`src/rtl/avalon_sdram_arbiter.sv`:
```
// avalon_sdram_arbiter
// Shares one Avalon-MM SDRAM port between M0 (JTAG sample loader) and
// M1 (DRFM playback engine). Round-robin arbitration with a cap on the number
// of transfers per grant. Outstanding pipelined reads are tracked so that
// ReadDataValid always reaches the master that issued the read, and the bus
// is drained before it is handed to the other master.
//
// Optional build macro: AVALON_ARB_PRIO_EN
//   defined   -> M1 wins every idle tie and is never forced off the bus;
//                M0 is forced off at MAX_HOLD when M1 is waiting.
//   undefined -> plain round-robin, MAX_HOLD cap applies to both masters.
module avalon_sdram_arbiter #(
    parameter int ADDR_W   = 25,
    parameter int DATA_W   = 16,
    parameter int MAX_HOLD = 16,
    parameter int MAX_PEND = 8
) (
    input  logic                  i_Clk,
    input  logic                  i_nReset,
    // Master 0
    input  logic [ADDR_W-1:0]     i_M0_Address,
    input  logic [DATA_W/8-1:0]   i_M0_ByteEnable,
    input  logic                  i_M0_Write,
    input  logic                  i_M0_Read,
    input  logic [DATA_W-1:0]     i_M0_WriteData,
    output logic                  o_M0_WaitRequest,
    output logic [DATA_W-1:0]     o_M0_ReadData,
    output logic                  o_M0_ReadDataValid,
    // Master 1
    input  logic [ADDR_W-1:0]     i_M1_Address,
    input  logic [DATA_W/8-1:0]   i_M1_ByteEnable,
    input  logic                  i_M1_Write,
    input  logic                  i_M1_Read,
    input  logic [DATA_W-1:0]     i_M1_WriteData,
    output logic                  o_M1_WaitRequest,
    output logic [DATA_W-1:0]     o_M1_ReadData,
    output logic                  o_M1_ReadDataValid,
    // SDRAM controller side
    output logic [ADDR_W-1:0]     o_Avalon_Address,
    output logic [DATA_W/8-1:0]   o_Avalon_ByteEnable,
    output logic                  o_Avalon_Write,
    output logic                  o_Avalon_Read,
    output logic [DATA_W-1:0]     o_Avalon_WriteData,
    input  logic                  i_Avalon_WaitRequest,
    input  logic [DATA_W-1:0]     i_Avalon_ReadData,
    input  logic                  i_Avalon_ReadDataValid,
    // Status
    output logic                  o_Owner,
    output logic                  o_Busy
);

    localparam int PEND_W = $clog2(MAX_PEND + 1);
    localparam int HOLD_W = $clog2(MAX_HOLD + 1);

    localparam logic [1:0] S_IDLE  = 2'd0;
    localparam logic [1:0] S_GRANT = 2'd1;
    localparam logic [1:0] S_DRAIN = 2'd2;

    logic [1:0]        r_state;
    logic              r_owner;
    logic [HOLD_W-1:0] r_hold;
    logic [PEND_W-1:0] r_pend;

    logic              w_req0;
    logic              w_req1;
    logic              w_ownReq;
    logic              w_otherReq;
    logic              w_selWrite;
    logic              w_selRead;
    logic              w_holdFull;
    logic              w_forceRel;
    logic              w_tieOwner;
    logic              w_inGrant;
    logic              w_active;
    logic              w_readStall;
    logic              w_ownerWait;
    logic              w_writeAcc;
    logic              w_readAcc;
    logic              w_release;
    logic              w_rdvValid;
    logic [PEND_W-1:0] w_pendNext;

    assign w_req0     = i_M0_Write | i_M0_Read;
    assign w_req1     = i_M1_Write | i_M1_Read;
    assign w_ownReq   = r_owner ? w_req1 : w_req0;
    assign w_otherReq = r_owner ? w_req0 : w_req1;

    // A master raising both strobes is treated as a write; the read is ignored.
    assign w_selWrite = r_owner ? i_M1_Write : i_M0_Write;
    assign w_selRead  = (r_owner ? i_M1_Read : i_M0_Read) & ~w_selWrite;

    assign w_holdFull  = (r_hold == HOLD_W'(MAX_HOLD));
    assign w_readStall = (r_pend == PEND_W'(MAX_PEND));
    assign w_inGrant   = (r_state == S_GRANT);

`ifdef AVALON_ARB_PRIO_EN
    assign w_forceRel = w_holdFull & w_otherReq & ~r_owner;
    assign w_tieOwner = 1'b1;
`else
    assign w_forceRel = w_holdFull & w_otherReq;
    assign w_tieOwner = ~r_owner;
`endif

    // On a forced release cycle the owner is stalled so the cap is exact.
    assign w_active = w_inGrant & ~w_forceRel;

    assign o_Avalon_Write      = w_active & w_selWrite;
    assign o_Avalon_Read       = w_active & w_selRead & ~w_readStall;
    assign o_Avalon_Address    = r_owner ? i_M1_Address    : i_M0_Address;
    assign o_Avalon_ByteEnable = r_owner ? i_M1_ByteEnable : i_M0_ByteEnable;
    assign o_Avalon_WriteData  = r_owner ? i_M1_WriteData  : i_M0_WriteData;

    assign w_ownerWait      = ~w_active | i_Avalon_WaitRequest | (w_selRead & w_readStall);
    assign o_M0_WaitRequest = r_owner ? 1'b1 : w_ownerWait;
    assign o_M1_WaitRequest = r_owner ? w_ownerWait : 1'b1;

    assign w_writeAcc = o_Avalon_Write & ~i_Avalon_WaitRequest;
    assign w_readAcc  = o_Avalon_Read  & ~i_Avalon_WaitRequest;
    assign w_release  = w_inGrant & (~w_ownReq | w_forceRel);

    // Returned data with nothing outstanding (e.g. after reset) is dropped.
    assign w_rdvValid         = i_Avalon_ReadDataValid & (r_pend != '0);
    assign o_M0_ReadDataValid = w_rdvValid & ~r_owner;
    assign o_M1_ReadDataValid = w_rdvValid & r_owner;
    assign o_M0_ReadData      = i_Avalon_ReadData;
    assign o_M1_ReadData      = i_Avalon_ReadData;

    assign o_Owner = r_owner;
    assign o_Busy  = (r_state != S_IDLE);

    // Outstanding-read count: up on accepted read, down on returned data.
    always_comb begin
        w_pendNext = r_pend;
        if (w_readAcc && !w_rdvValid) begin
            w_pendNext = r_pend + PEND_W'(1);
        end else if (!w_readAcc && w_rdvValid) begin
            w_pendNext = r_pend - PEND_W'(1);
        end
    end

    // Pending-read register.
    always_ff @(posedge i_Clk) begin
        if (!i_nReset) begin
            r_pend <= '0;
        end else begin
            r_pend <= w_pendNext;
        end
    end

    // Arbitration FSM: owner is only changed from IDLE, hold counts accepted transfers.
    always_ff @(posedge i_Clk) begin
        if (!i_nReset) begin
            r_state <= S_IDLE;
            r_owner <= 1'b1;
            r_hold  <= '0;
        end else begin
            case (r_state)
                S_IDLE: begin
                    if (w_req0 || w_req1) begin
                        r_state <= S_GRANT;
                        r_hold  <= '0;
                        r_owner <= (w_req0 && w_req1) ? w_tieOwner : w_req1;
                    end
                end
                S_GRANT: begin
                    if (w_release) begin
                        r_hold  <= '0;
                        r_state <= (r_pend != '0) ? S_DRAIN : S_IDLE;
                    end else if ((w_writeAcc || w_readAcc) && !w_holdFull) begin
                        r_hold <= r_hold + HOLD_W'(1);
                    end
                end
                S_DRAIN: begin
                    if (r_pend == '0) begin
                        r_state <= S_IDLE;
                    end
                end
                default: begin
                    r_state <= S_IDLE;
                end
            endcase
        end
    end

endmodule
```
`config.mk`:
```
export PLATFORM = sky130hd
export DESIGN_NAME = avalon_sdram_arbiter
export DESIGN_NICKNAME = d
export VERILOG_FILES = /design/src/rtl/avalon_sdram_arbiter.sv
export SDC_FILE = /design/constraint.sdc
export NUM_CORES = 1
export LEC_CHECK = 0
export ABC_CLOCK_PERIOD_IN_PS = 3600
export BUFFER_PORTS_ARGS = -buffer_cell sky130_fd_sc_hd__buf_2
export CAP_MARGIN = 15
export CELL_PAD_IN_SITES_DETAIL_PLACEMENT = 0
export CELL_PAD_IN_SITES_GLOBAL_PLACEMENT = 1
export CORE_MARGIN = 5
export CORE_UTILIZATION = 21
export CTS_CLUSTER_DIAMETER = 150
export DETAILED_ROUTE_END_ITERATION = 16
export PLACE_DENSITY = 0.91
export SKIP_LAST_GASP = 1
export SLEW_MARGIN = 5
export SYNTH_ARGS = -nofsm -noshare
export SYNTH_HDL_FRONTEND = slang
export SYNTH_SLANG_ARGS = --single-unit
```
`constraint.sdc`:
```
create_clock -name i_Clk -period 3.6 [get_ports i_Clk]
set_input_delay 0.9 -clock i_Clk [delete_from_list [all_inputs] [get_ports i_Clk]]
set_output_delay 0.9 -clock i_Clk [all_outputs]
set_load 0.05 [all_outputs]
```
### Word-level counts from Yosys, hierarchy flattened

Cells that the tools add are included.

* bits in registers: 12
* input bits: 110
* output and inout bits: 83
* word-level logic and storage cells: 79

* add/subtract/negate cells: 3
* eq/ne operators: 8
* multiplexer cells: 21
* bitwise gates (word level): 25
* reduce and logical (&&, ||, !) cells: 18

Operator list (number)
* $mux W25: 1
* $mux W16: 1
* $mux W5: 3
* $and A1 B1 Y1: 13
* $mux W2: 5
* $pmux W5 S2: 1
* $mux W4: 2
* $mux W1: 7
* $not A1 Y1: 7
* $pmux W2 S3: 1
* $reduce_and A3 Y1: 2
* $reduce_bool A2 Y1: 3
* $add A5 B1 Y5 const B: 1
* $eq A5 B5 Y1 const B: 1
* $or A1 B1 Y1: 5
* $add A4 B1 Y4 const B: 1
* $eq A4 B4 Y1 const B: 1
* $logic_and A1 B1 Y1: 4
* $logic_not A4 Y1: 1
* $ne A2 B2 Y1 const B: 2
* $reduce_bool A4 Y1: 1
* $sub A4 B1 Y4 const B: 1
* $logic_not A1 Y1: 3
* $ne A3 B1 Y1 const B: 1
* 6 further kinds: 7

### Logic depth before layout (Yosys ltp)

* depth after elaboration: 13
* gate-level depth with buffers: 14
* gate-level depth less buffers: 14

### Worst setup path after synthesis

No wires, ideal clock.

* path kind: input-to-reg
* start point: input i_M0_Write
* end point: register r_pend[3]
* library setup time: 0.070 ns
* arrival time: 3.777 ns
* data required time: 3.530 ns
* path slack: -0.247 ns
* stages: 12
* buffers on the path: 0
* cell sequence: or3b_4 > a21oi_2 > nor2b_1 > nor2b_1 > ha_1 > inv_1 > ha_1 > a21o_1 > a21oi_1 > xnor2_1 > or3_1 > a21oi_1

* word-level cells in the longest chain between the ends: 11
* elaborated cells on any way between the ends: 16
* classes of those cells: mux (3); bitwise (9); reduce/logical (4)

RTL lines
* start: declaration: RTL line 23 `input logic i_M0_Write,`
* $or A1 B1 Y1: RTL line 83 `assign w_req0 = i_M0_Write | i_M0_Read;`
* $mux W1: RTL line 86 `assign w_otherReq = r_owner ? w_req0 : w_req1;`
* $and A1 B1 Y1: RTL line 100 `assign w_forceRel = w_holdFull & w_otherReq;`
* $not A1 Y1: RTL line 105 `assign w_active = w_inGrant & ~w_forceRel;`
* $and A1 B1 Y1: RTL line 105
* $and A1 B1 Y1 * (2 in a row): RTL line 108 `assign o_Avalon_Read = w_active & w_selRead & ~w_readStall;`
* net o_Avalon_Read: RTL line 42 `output logic o_Avalon_Read,`
* $and A1 B1 Y1 *: RTL line 118 `assign w_readAcc = o_Avalon_Read & ~i_Avalon_WaitRequest;`
* $logic_not A1 Y1: RTL line 136 `end else if (!w_readAcc && w_rdvValid) begin`
* $logic_and A1 B1 Y1: RTL line 136
* $reduce_bool A2 Y1 (no source line)
* end signal: assignment: RTL line 146 `r_pend <= w_pendNext;`
* end: declaration: RTL line 62 `logic [PEND_W-1:0] r_pend;`

Mark *: on every way through the listed nets, which the timed path passes. The rest lies on a longest branch.
A chain may end at the register's enable or synchronous reset.

### Final worst setup path

* start point: input i_M0_Write
* end point: register r_pend[3]

* word-level cells in the longest chain between the ends: 11
* elaborated cells on any way between the ends: 16
* classes of those cells: mux (3); bitwise (9); reduce/logical (4)

RTL lines (RTL line)
* $or A1 B1 Y1: 83
* $mux W1: 86
* $and A1 B1 Y1: 100
* $not A1 Y1: 105
* $and A1 B1 Y1: 105
* $and A1 B1 Y1 * (2 in a row): 108
* $and A1 B1 Y1 *: 118
* $logic_not A1 Y1: 136
* $logic_and A1 B1 Y1: 136
* $reduce_bool A2 Y1 (no source line)

Mark *: on every way between the ends. The rest lies on a longest branch, timed or not.

==> results.txt <==
OpenSTA, run right after detailed placement, puts the worst setup slack at 0.152 ns. The destination of the worst register-to-register timing path is r_pend[3]$_SDFFE_PN0P_. STA classifies the critical path endpoint as a flip-flop.

The post-cts gate resize count came out at 0. The post-CTS setup repair buffer count came out at 0. The number of optimization iterations in the first detailed-route pass came out at 4. The placed wire-length estimate after detailed placement is 4720 um. The met3 track demand over resource in global routing came out at 2.73%.

The die outline area is 9370 um^2. The total of max-cap violations is 0. In this run the cell area measured after placement is 2160 um^2.

The critical path goes through buf_2 -> or3b_4 -> a21oi_2 -> nor2b_2 -> nor2b_1 -> ha_1 -> inv_1 -> ha_1 -> a21o_1 -> a21oi_1 -> xnor2_1 -> or3_1 -> a21oi_1. The count of nets left with antenna violations once routing finished came out at 0. The area of the multi-input gates is 1040 um^2. The horizontal die dimension is 96.8 um. The global-route usage over all layers came out at 10.5%. The startpoint of the most critical hold path is r_pend[3]$_SDFFE_PN0P_. The congestion estimate from routability-driven global placement came to 0.863. In this run the tool buffered the top-level ports with 144 buffer cells. The initial cell density of the core came out at 21.7%. The tightest slew margin relative to the limit is 67.1%. The highest clock rate is 0.312 GHz. The total wire length after detailed routing is 5400 um. The overall power consumption is 1.36 mW.

Net switching is 57.3% of the power. The vertical extent of the die is 96.8 um. The layout overhead on the synthesized area came out at 39.5%.

The fraction of met2 tracks used by global routing came out at 19.6%. The total net switching power is 0.782 mW. The layout net count is 410.

The later pin in the worst-skew pair is clocked with a latency of 0.24 ns. The worst slack on hold paths came out at 0.513 ns. The number of filler instances in the final layout came out at 792. The number of synthesized register bits is 12. The library cell used most frequently in the layout, excluding fill and tap cells, is buf_2. The synthesized netlist net count is 298. The transition time at the pin with the least slew margin came out at 0.487 ns. The CTS root buffer is clkbuf_8.

Including well taps, the total number of placed cells is 388. The smallest clock period supported by the final layout is computed as 3.20 ns. The number of distinct library cells after synthesis came out at 41.

The worst-case setup margin in the final layout is 0.396 ns. The register-to-register path setup slack came out at 0.67 ns. Of all nets on the critical path, the largest fanout is 6. The clock tree from TritonCTS is built. The final count of pins violating max slew is 0. The top cell types in the final layout, fill and taps aside, are buf_2, mux2_2, nor2_1, a21oi_1, dfxtp_1. After clock tree synthesis, the clock-pin slew on the worst setup and hold paths is 0.05 ns.

The remaining global-route overflow came out at 0. The number of I/O pins came out at 193. In this design, the stage delay of the slowest critical-path cell is 0.38 ns. STA puts the critical path data arrival time at 3.38 ns. The number of warnings issued by yosys came out at 0. The site row count is 31. The detailed-route DRC error count came out at 0. The final setup violation count came out at 0.

By startpoint and endpoint, the worst setup path is classified as in -> reg. The static leakage is 1.08 nW. The fraction of layout instances using a drive strength above 1 is 69.2%. The kind of start point of the critical path is an input port. In the finished design, the share of the clock period the worst path needs comes to 89.0%. The number of levels the H-tree was split into is 1. The number of antenna violations at the first check in global routing came out at 0. The global-route wire length before repair is 8360 um. The clock network is responsible for 9.0% of the overall power. The worst hold path class is reg -> reg.

The summed negative setup slack over all endpoints came out at 0 ns. Entering global routing, the biggest net connects 41 pins. The netlist area before placement is 1580 um^2. Cells fill 30.3% of the core in the end. IR analysis of the VDD net gives a maximum drop of 0.339 mV. The finished layout holds 391 standard cells, fillers aside. The top flip-flop cell by instance count after synthesis is dfxtp_1. The number of antenna diodes is 0.

The met1 usage is 11.7%. The maximum clock path buffer count came out at 2. The via count of the routed design is 1700. Hold repair after CTS inserted 0 buffers. The detail-routed via count per cell is 4.35. Registers are responsible for 15.7% of the overall power. The power density over the cells is 619 nW/um^2. Counting instances, the worst hold path has a depth of 2. The post-synthesis area per instance is 8.69 um^2. Setup repair after global routing left no endpoint under its margin.

After synthesis, the share of flip-flops with an asynchronous set or reset is 0%. After global routing, the most crowded layer is met2. The portion of total power attributed to combinational logic is 75.2%. Counting flops with a built-in enable in the synthesized netlist gives 0.

The number of global-route vias before repair is 1747. The final design area excluding fillers came out at 2210 um^2. The floorplan core area is 7290 um^2. For the worst flop-to-flop path, the logic depth is 14. The footprint of the flip-flops and latches is 241 um^2. For this run, the register share of the synthesized area comes to 15.2%. The worst hold path terminates at r_pend[3]$_SDFFE_PN0P_. The final worst clock skew came out at 0.00292 ns. At the worst endpoint, the required time is 3.77 ns. The number of clock buffers inserted by TritonCTS is 3. Clock tree synthesis found a total of 12 sinks. The average detailed-routed wire length per instance is 13.8 um.

The internal power came out at 0.583 mW. The initial DRC count came out at 35. The slowest cell on the critical path is or3b_4. The number of failing hold endpoints at the final stage is 0. The run finished with clean final reports. Synthesis produced 182 cells. The startpoint identified for the worst register-to-register timing path is r_hold[0]$_SDFFE_PN0P_.
final cells by class:
| type | count | area share, % |
|---|---|---|
| well taps | 99 | 5.62 |
| clock buffers | 3 | 1.87 |
| inverters | 7 | 1.19 |
| repair buffers | 145 | 33.0 |
| flip-flops and latches | 12 | 10.9 |
| multi-input cells | 125 | 47.4 |
metal layers:
| layer | vias to the layer above | share of wire (%) | wire length [um] |
|---|---|---|---|
| li1 | 839 | - | - |
| met1 | 758 | 38 | 2030 |
| met2 | 99 | 53 | 2850 |
| met3 | 4 | 8.7 | 468 |
| met4 | 0 | 0.83 | 45 |
| met5 | - | 0 | 0 |
registers in the layout (all words and copies together) (netlist names):
register  count
o_Owner       1
r_hold        5
r_state       2
r_pend        4
how the worst max path moves through the flow:
stage                          start                      to  slack, ns  cells past startpoint
final                     i_M0_Write  r_pend[3]$_SDFFE_PN0P_       0.40                     13
after global routing      i_M0_Write  r_pend[3]$_SDFFE_PN0P_       0.22                     13
after detailed placement  i_M0_Write  r_pend[3]$_SDFFE_PN0P_       0.15                     13
after floorplan           i_M0_Write  r_pend[3]$_SDFFE_PN0P_       0.03                     12
after global placement    i_M0_Write  r_pend[3]$_SDFFE_PN0P_       0.24                     13
after CTS                 i_M0_Write  r_pend[3]$_SDFFE_PN0P_       0.39                     13
worst max-delay path: cells and delay by family:
kind	cells	cell delay (ns)
XOR/XNOR	1	0.09
AO/OA/AOI/OAI	4	0.70
buffers and inverters	2	0.22
AND/OR/NAND/NOR	4	1.01
adder cells (fa/ha/maj)	2	0.46
synth_stat cells (3+ instances only):
cell      number  area, um^2
dfxtp_1       12         240
xnor2_1        3        26.3
nor2_1        11        41.3
nand2_1        4        15.0
nor3_1         3        15.0
a21oi_1       11        55.1
nor2b_1        3        18.8
ha_1           5        62.6
o21ai_0        9        45.0
buf_4         32         240
inv_1          7        26.3
clkbuf_1       3        11.3
mux2_2        44         495
power by group through the flow:
| stage | Clock [mW] | Sequential (mW) | Combinational, mW |
|---|---|---|---|
| after detailed placement | 0 | 0.218 | 1.04 |
| after global routing | 0.129 | 0.220 | 1.10 |
| after CTS | 0.124 | 0.215 | 1.04 |
| after global placement | 0 | 0.216 | 1.02 |
| after floorplan | 0 | 0.206 | 0.908 |
| final | 0.123 | 0.215 | 1.03 |
kinds of logic after synthesis:
group,count (synthesis),share of synthesized area [%]
compound gates,34,13.7
simple gates,36,12.8
fa+ha+maj,6,5.22
buf+inv,45,18.9
flops,12,15.2
xor+xnor,4,2.22
mux,45,32.0
Power figures use the tool's default switching activity.
